[config.mk]
export PLATFORM = sky130hd
export DESIGN_NAME = rtc_time_reader
export DESIGN_NICKNAME = d
export VERILOG_FILES = /design/src/rtl/rtc_time_reader.sv
export SDC_FILE = /design/constraint.sdc
export NUM_CORES = 1
export LEC_CHECK = 0
export ABC_AREA = 1
export BUFFER_PORTS_ARGS = -buffer_cell sky130_fd_sc_hd__buf_4
export CORE_AREA = 2 2 124 126
export DETAILED_ROUTE_END_ITERATION = 7
export DIE_AREA = 0 0 126 128
export SLEW_MARGIN = 30
export SYNTH_ARGS = -nofsm -noshare
export SYNTH_HDL_FRONTEND = slang
export SYNTH_SLANG_ARGS = --single-unit
[constraint.sdc]
create_clock -name clock -period 1.8 [get_ports clock]
set_clock_uncertainty 0.05 [all_clocks]
set_input_delay 0.18 -clock clock [delete_from_list [all_inputs] [get_ports clock]]
set_output_delay 0.18 -clock clock [all_outputs]
set_load 0.03 [all_outputs]
[src/rtl/rtc_time_reader.sv]
// Periodic RTC poller: drives the I2C master to read seconds/minutes/hours,
// validates the BCD format and publishes the time as one atomic update.
module rtc_time_reader #(
  parameter int ClockFrequency   = 1000000,
  parameter int PollPeriodMs     = 100,
  parameter int MaxBytesToSend   = 16,
  parameter int MaxBytesToRead   = 16,
  parameter int HandshakeTimeout = 16
) (
  input  logic                        clock,
  input  logic                        reset,
  output logic                        i2cStart,
  output logic [MaxBytesToSend-1:0]   i2cNrOfBytesToSend,
  output logic [MaxBytesToSend*8-1:0] i2cBytesToSend,
  output logic [MaxBytesToRead-1:0]   i2cNrOfBytesToRead,
  input  logic [MaxBytesToRead*8-1:0] i2cBytesToRead,
  input  logic                        i2cReady,
  input  logic                        i2cTimeout,
  output logic [7:0]                  seconds,
  output logic [7:0]                  minutes,
  output logic [7:0]                  hours,
  output logic                        timeValid,
  output logic                        clockHalted,
  output logic                        formatError,
  output logic                        busError
);

  localparam int PollCycles = ClockFrequency / 1000 * PollPeriodMs;
  localparam int PollWidth  = (PollCycles > 2) ? $clog2(PollCycles) : 1;
  localparam logic [PollWidth-1:0] PollReload = PollWidth'(PollCycles - 1);
  localparam int HsWidth    = (HandshakeTimeout > 2) ? $clog2(HandshakeTimeout) : 1;
  localparam logic [HsWidth-1:0] HsReload = HsWidth'(HandshakeTimeout - 1);

  typedef enum logic [2:0] {
    WAIT_PERIOD,
    ISSUE_START,
    WAIT_BUSY,
    WAIT_DONE,
    DECODE
  } state_t;

  state_t               state_q, state_d;
  logic [PollWidth-1:0] poll_cnt_q, poll_cnt_d;
  logic [HsWidth-1:0]   hs_cnt_q, hs_cnt_d;
  logic [7:0]           seconds_q, seconds_d;
  logic [7:0]           minutes_q, minutes_d;
  logic [7:0]           hours_q, hours_d;
  logic                 time_valid_q, time_valid_d;
  logic                 clock_halted_q, clock_halted_d;
  logic                 format_error_q, format_error_d;
  logic                 bus_error_q, bus_error_d;

  logic [7:0] sec_raw, min_raw, hr_raw;
  logic [6:0] sec_m, min_m;
  logic [5:0] hr_m;
  logic       sec_ok, min_ok, hr_ok, fmt_ok;
  logic       unused_bits;

  assign i2cNrOfBytesToSend = MaxBytesToSend'(1);
  assign i2cBytesToSend     = '0;
  assign i2cNrOfBytesToRead = MaxBytesToRead'(3);

  assign sec_raw = i2cBytesToRead[7:0];
  assign min_raw = i2cBytesToRead[15:8];
  assign hr_raw  = i2cBytesToRead[23:16];
  assign sec_m   = sec_raw[6:0];
  assign min_m   = min_raw[6:0];
  assign hr_m    = hr_raw[5:0];
  assign unused_bits = ^{i2cBytesToRead[MaxBytesToRead*8-1:24], min_raw[7], hr_raw[7]};

  assign sec_ok = (sec_m[3:0] <= 4'd9) && (sec_m[6:4] <= 3'd5);
  assign min_ok = (min_m[3:0] <= 4'd9) && (min_m[6:4] <= 3'd5);
  // Bit 6 set means the RTC is in 12 h mode, which the display cannot show.
  assign hr_ok  = !hr_raw[6] && (hr_m <= 6'h23) && (hr_m[3:0] <= 4'd9);
  assign fmt_ok = sec_ok && min_ok && hr_ok;

  // Gated by ready so a start can never reach a busy master.
  assign i2cStart    = (state_q == ISSUE_START) && i2cReady;
  assign seconds     = seconds_q;
  assign minutes     = minutes_q;
  assign hours       = hours_q;
  assign timeValid   = time_valid_q;
  assign clockHalted = clock_halted_q;
  assign formatError = format_error_q;
  assign busError    = bus_error_q;

  always_comb begin
    state_d        = state_q;
    poll_cnt_d     = (poll_cnt_q != '0) ? poll_cnt_q - PollWidth'(1) : poll_cnt_q;
    hs_cnt_d       = hs_cnt_q;
    seconds_d      = seconds_q;
    minutes_d      = minutes_q;
    hours_d        = hours_q;
    time_valid_d   = time_valid_q;
    clock_halted_d = clock_halted_q;
    format_error_d = format_error_q;
    bus_error_d    = bus_error_q;

    case (state_q)
      WAIT_PERIOD: begin
        if (poll_cnt_q == '0 && i2cReady) state_d = ISSUE_START;
      end
      ISSUE_START: begin
        if (i2cReady) begin
          state_d  = WAIT_BUSY;
          hs_cnt_d = HsReload;
        end
      end
      WAIT_BUSY: begin
        if (!i2cReady) begin
          state_d = WAIT_DONE;
        end else if (hs_cnt_q == '0) begin
          bus_error_d = 1'b1;
          state_d     = WAIT_PERIOD;
        end else begin
          hs_cnt_d = hs_cnt_q - HsWidth'(1);
        end
      end
      WAIT_DONE: begin
        if (i2cReady) state_d = DECODE;
      end
      DECODE: begin
        state_d = WAIT_PERIOD;
        if (i2cTimeout) begin
          bus_error_d = 1'b1;
        end else begin
          bus_error_d = 1'b0;
          if (!fmt_ok) begin
            format_error_d = 1'b1;
          end else begin
            seconds_d      = {1'b0, sec_m};
            minutes_d      = {1'b0, min_m};
            hours_d        = {2'b00, hr_m};
            clock_halted_d = sec_raw[7];
            time_valid_d   = 1'b1;
            format_error_d = 1'b0;
          end
        end
      end
      default: state_d = WAIT_PERIOD;
    endcase

    // Reloading while entering or waiting in ISSUE_START makes the period
    // measure start-to-start even if the master is briefly not ready.
    if (state_d == ISSUE_START) poll_cnt_d = PollReload;
  end

  always_ff @(posedge clock or posedge reset) begin
    if (reset) begin
      state_q        <= WAIT_PERIOD;
      poll_cnt_q     <= '0;
      hs_cnt_q       <= '0;
      seconds_q      <= 8'h00;
      minutes_q      <= 8'h00;
      hours_q        <= 8'h00;
      time_valid_q   <= 1'b0;
      clock_halted_q <= 1'b0;
      format_error_q <= 1'b0;
      bus_error_q    <= 1'b0;
    end else begin
      state_q        <= state_d;
      poll_cnt_q     <= poll_cnt_d;
      hs_cnt_q       <= hs_cnt_d;
      seconds_q      <= seconds_d;
      minutes_q      <= minutes_d;
      hours_q        <= hours_d;
      time_valid_q   <= time_valid_d;
      clock_halted_q <= clock_halted_d;
      format_error_q <= format_error_d;
      bus_error_q    <= bus_error_d;
    end
  end

endmodule

==> reports/results.txt <==
Share of layout cells above drive strength 1 = 0.227
Post-Route Utilization = 0.275
Drt wl/cell = 9.19 µm
Net Switching = 1570 µW
Worst path required time = 1930 ps
Final Instance Area = 4090 µm²
Worst setup SP type = flop
Capture point of the worst reg-to-reg path = hours[5]
Chip height = 128 µm
Synth Register Bits = 48
Vias in the first global route = 2241
Worst setup EP type = flop
Register-to-Register Path Depth = 8
Via-to-Cell Ratio = 3.51
Leakage = 0.00235 µW
ANT nets after route = 0
Max Fclk = 585 MHz
R2R Setup Slk = 90 ps
Syn Std Cell Area = 3770 µm²
Mean Syn Cell Area = 7.91 µm²
P per Cell Area = 930 nW/µm²
Inserted Diodes = 0
Cells after DPL = 727
Fin Setup TNS = 0 ps
Total gr overflow = 0
Layout area overhead = 8.29%
Non-filler cells, final = 738
CTS buffer count = 5
Drt pass-1 iters = 4
Synth warnings = 0
TritonCTS clock tree = done
Crit path DAT = 1830 ps
Number of enable flip-flop cells after synthesis = 0
DRT Wirelength = 6790 µm
Die W = 126 µm
Post-Syn Instances = 477
Sequential share of power = 0.359
Top FF cell, synth = dfrtp_1
H-tree lvl count = 2
Antenna violations before repair = 0
Status = finished, final reports clean
Int Pwr = 2230 µW
Core area = 14900 µm²
Worst r2r src = state_q[0]
Sequential share of the synthesized area = 0.318
Placement-stage cell area = 3880 µm²
Final worst path period need = 1710 ps
Clock root buffer = clkbuf_16
Pwr Total = 3800 µW
Detail Placement HPWL = 5560 µm
Drt initial violations = 73
Max FO, Critical Path = 44
# rows = 45
Top Ports = 321
Longest Clk Path Bufs = 2
Vias = 2593
Switching part of the total = 0.413
Hold Path Stages = 3
Hold Crit Start = i2cBytesToRead[16]
Clock power share = 0.250
Hold WC Path Type = in -> reg
CTS Sinks = 48
Tot GR Track Use = 0.0833
Ys async rst share = 1.00
Hold EP = hours[0]
Final slew viol count = 0
Initial core utilization = 0.254
First-pass GRT wire length = 10800 µm
Final period util = 0.949
Crit path kind = reg -> reg
Peak supply drop = 0.649 mV
Max Cap Viol = 0
Logic pwr share = 0.390
Distinct cells, synth = 32
Largest net degree at the start of global routing = 45
Final setup fails = 0
NumNets Final = 684
PortBufs = 50
CTS clock-pin slew for the worst setup and hold paths = 60 ps
DIE AREA = 16100 µm²
Clock insertion delay at the later pin of the skew report = 290 ps
DRC = 0
Final hold vios = 0
Gp weighted congestion = 0.776
==> Yosys cell counts (all sizes together), types with 2 or more instances <==
cell / instances / share of area
buf: 170 / 0.34
nand2: 77 / 0.080
inv: 62 / 0.062
dfrtp: 48 / 0.32
nand3: 32 / 0.047
o21ai: 28 / 0.059
nor2: 24 / 0.029
a21oi: 8 / 0.011
nor3: 7 / 0.011
nand4: 5 / 0.0083
ha: 3 / 0.0099
or2: 3 / 0.0056
conb: 2 / 0.0020
xor2: 2 / 0.0046
==> cells by family (layout without fill, tap and decap cells) <==
logic type,after synthesis,count (layout),share of synthesized area
other cells,2,164,0.00199
fa+ha+maj,3,3,0.00995
xor+xnor,2,2,0.00464
buf+inv,233,144,0.405
simple gates,150,150,0.184
compound gates,39,39,0.0756
flops,48,48,0.318
==> layout by cell type (no fill, tap or decap), drive strengths merged, types with 8 or more instances in the layout <==
master,synthesis,final
a21oi,8,8
nor2,24,24
nand3,32,32
conb,2,164
buf,170,73
dfrtp,48,48
inv,62,62
o21ai,28,28
nand2,77,77
==> power groups by stage <==
stage                     Sequential [µW]  Clock, µW  Combinational (µW)
after CTS                            1370        986                1450
after global routing                 1390       1040                1640
after floorplan                      1460          0                1250
final                                1370        951                1480
after global placement               1380          0                1420
after detailed placement             1380          0                1440
==> worst max-delay path by stage <==
stage	start	end	slack, ps	cells past startpoint
detailed placement	poll_cnt_q[0]	poll_cnt_q[9]	110	12
CTS	poll_cnt_q[0]	poll_cnt_q[9]	80	12
floorplan	poll_cnt_q[0]	poll_cnt_q[1]	230	10
finish	state_q[0]	hours[5]	90	8
global placement	poll_cnt_q[0]	poll_cnt_q[9]	130	12
global route	poll_cnt_q[0]	poll_cnt_q[6]	-4	12
==> worst max-delay path, stage by stage (launching register included) <==
cell and delay (ps):
dfrtp_1 430, nor2_2 190, nand2_1 90, or2_4 270
nor2_4 100, nand3_4 80, buf_12 220, nand2_1 100
o21ai_2 50
==> final cells by class <==
| class | instances | area (µm²) |
|---|---|---|
| Clock buffer | 7 | 143 |
| Clock inverter | 1 | 7.51 |
| Fill cell | 1671 | 10800 |
| Inverter | 62 | 233 |
| Multi-Input combinational cell | 358 | 1680 |
| Sequential cell | 48 | 1200 |
| Tap cell | 188 | 235 |
| Timing Repair Buffer | 74 | 588 |
==> state kept, by name (all words and copies together), names as in the netlist <==
register	flops
state_q	3
poll_cnt_q	17
seconds	7
busError	1
timeValid	1
minutes	7
hs_cnt_q	4
clockHalted	1
formatError	1
hours	6
==> metrics by stage <==
step                hold slack, ps  worst slack, ps
CTS                           85.0             81.3
detailed placement             118              114
global placement               115              127
finish                        91.5             91.3
global route                  92.4            -4.47
floorplan                      251              232
==> layer usage <==
| layer | track usage | vias to the layer above | routed length (µm) |
|---|---|---|---|
| li1 | - | 1281 | - |
| met1 | 0.110 | 1153 | 3150 |
| met2 | 0.136 | 152 | 2940 |
| met3 | 0.0184 | 7 | 604 |
| met4 | 0.0271 | 0 | 86 |
| met5 | 0 | - | 0 |
==> what timing repair did <==
action | 4_1_cts | 5_1_grt
setup buffers | 0 | 1
endpoints found under the hold margin | 10 | 0
gates resized for setup | 0 | 10
setup endpoints to repair | 0 | 17
hold buffers | 1 | 0
Power figures use the tool's default switching activity.
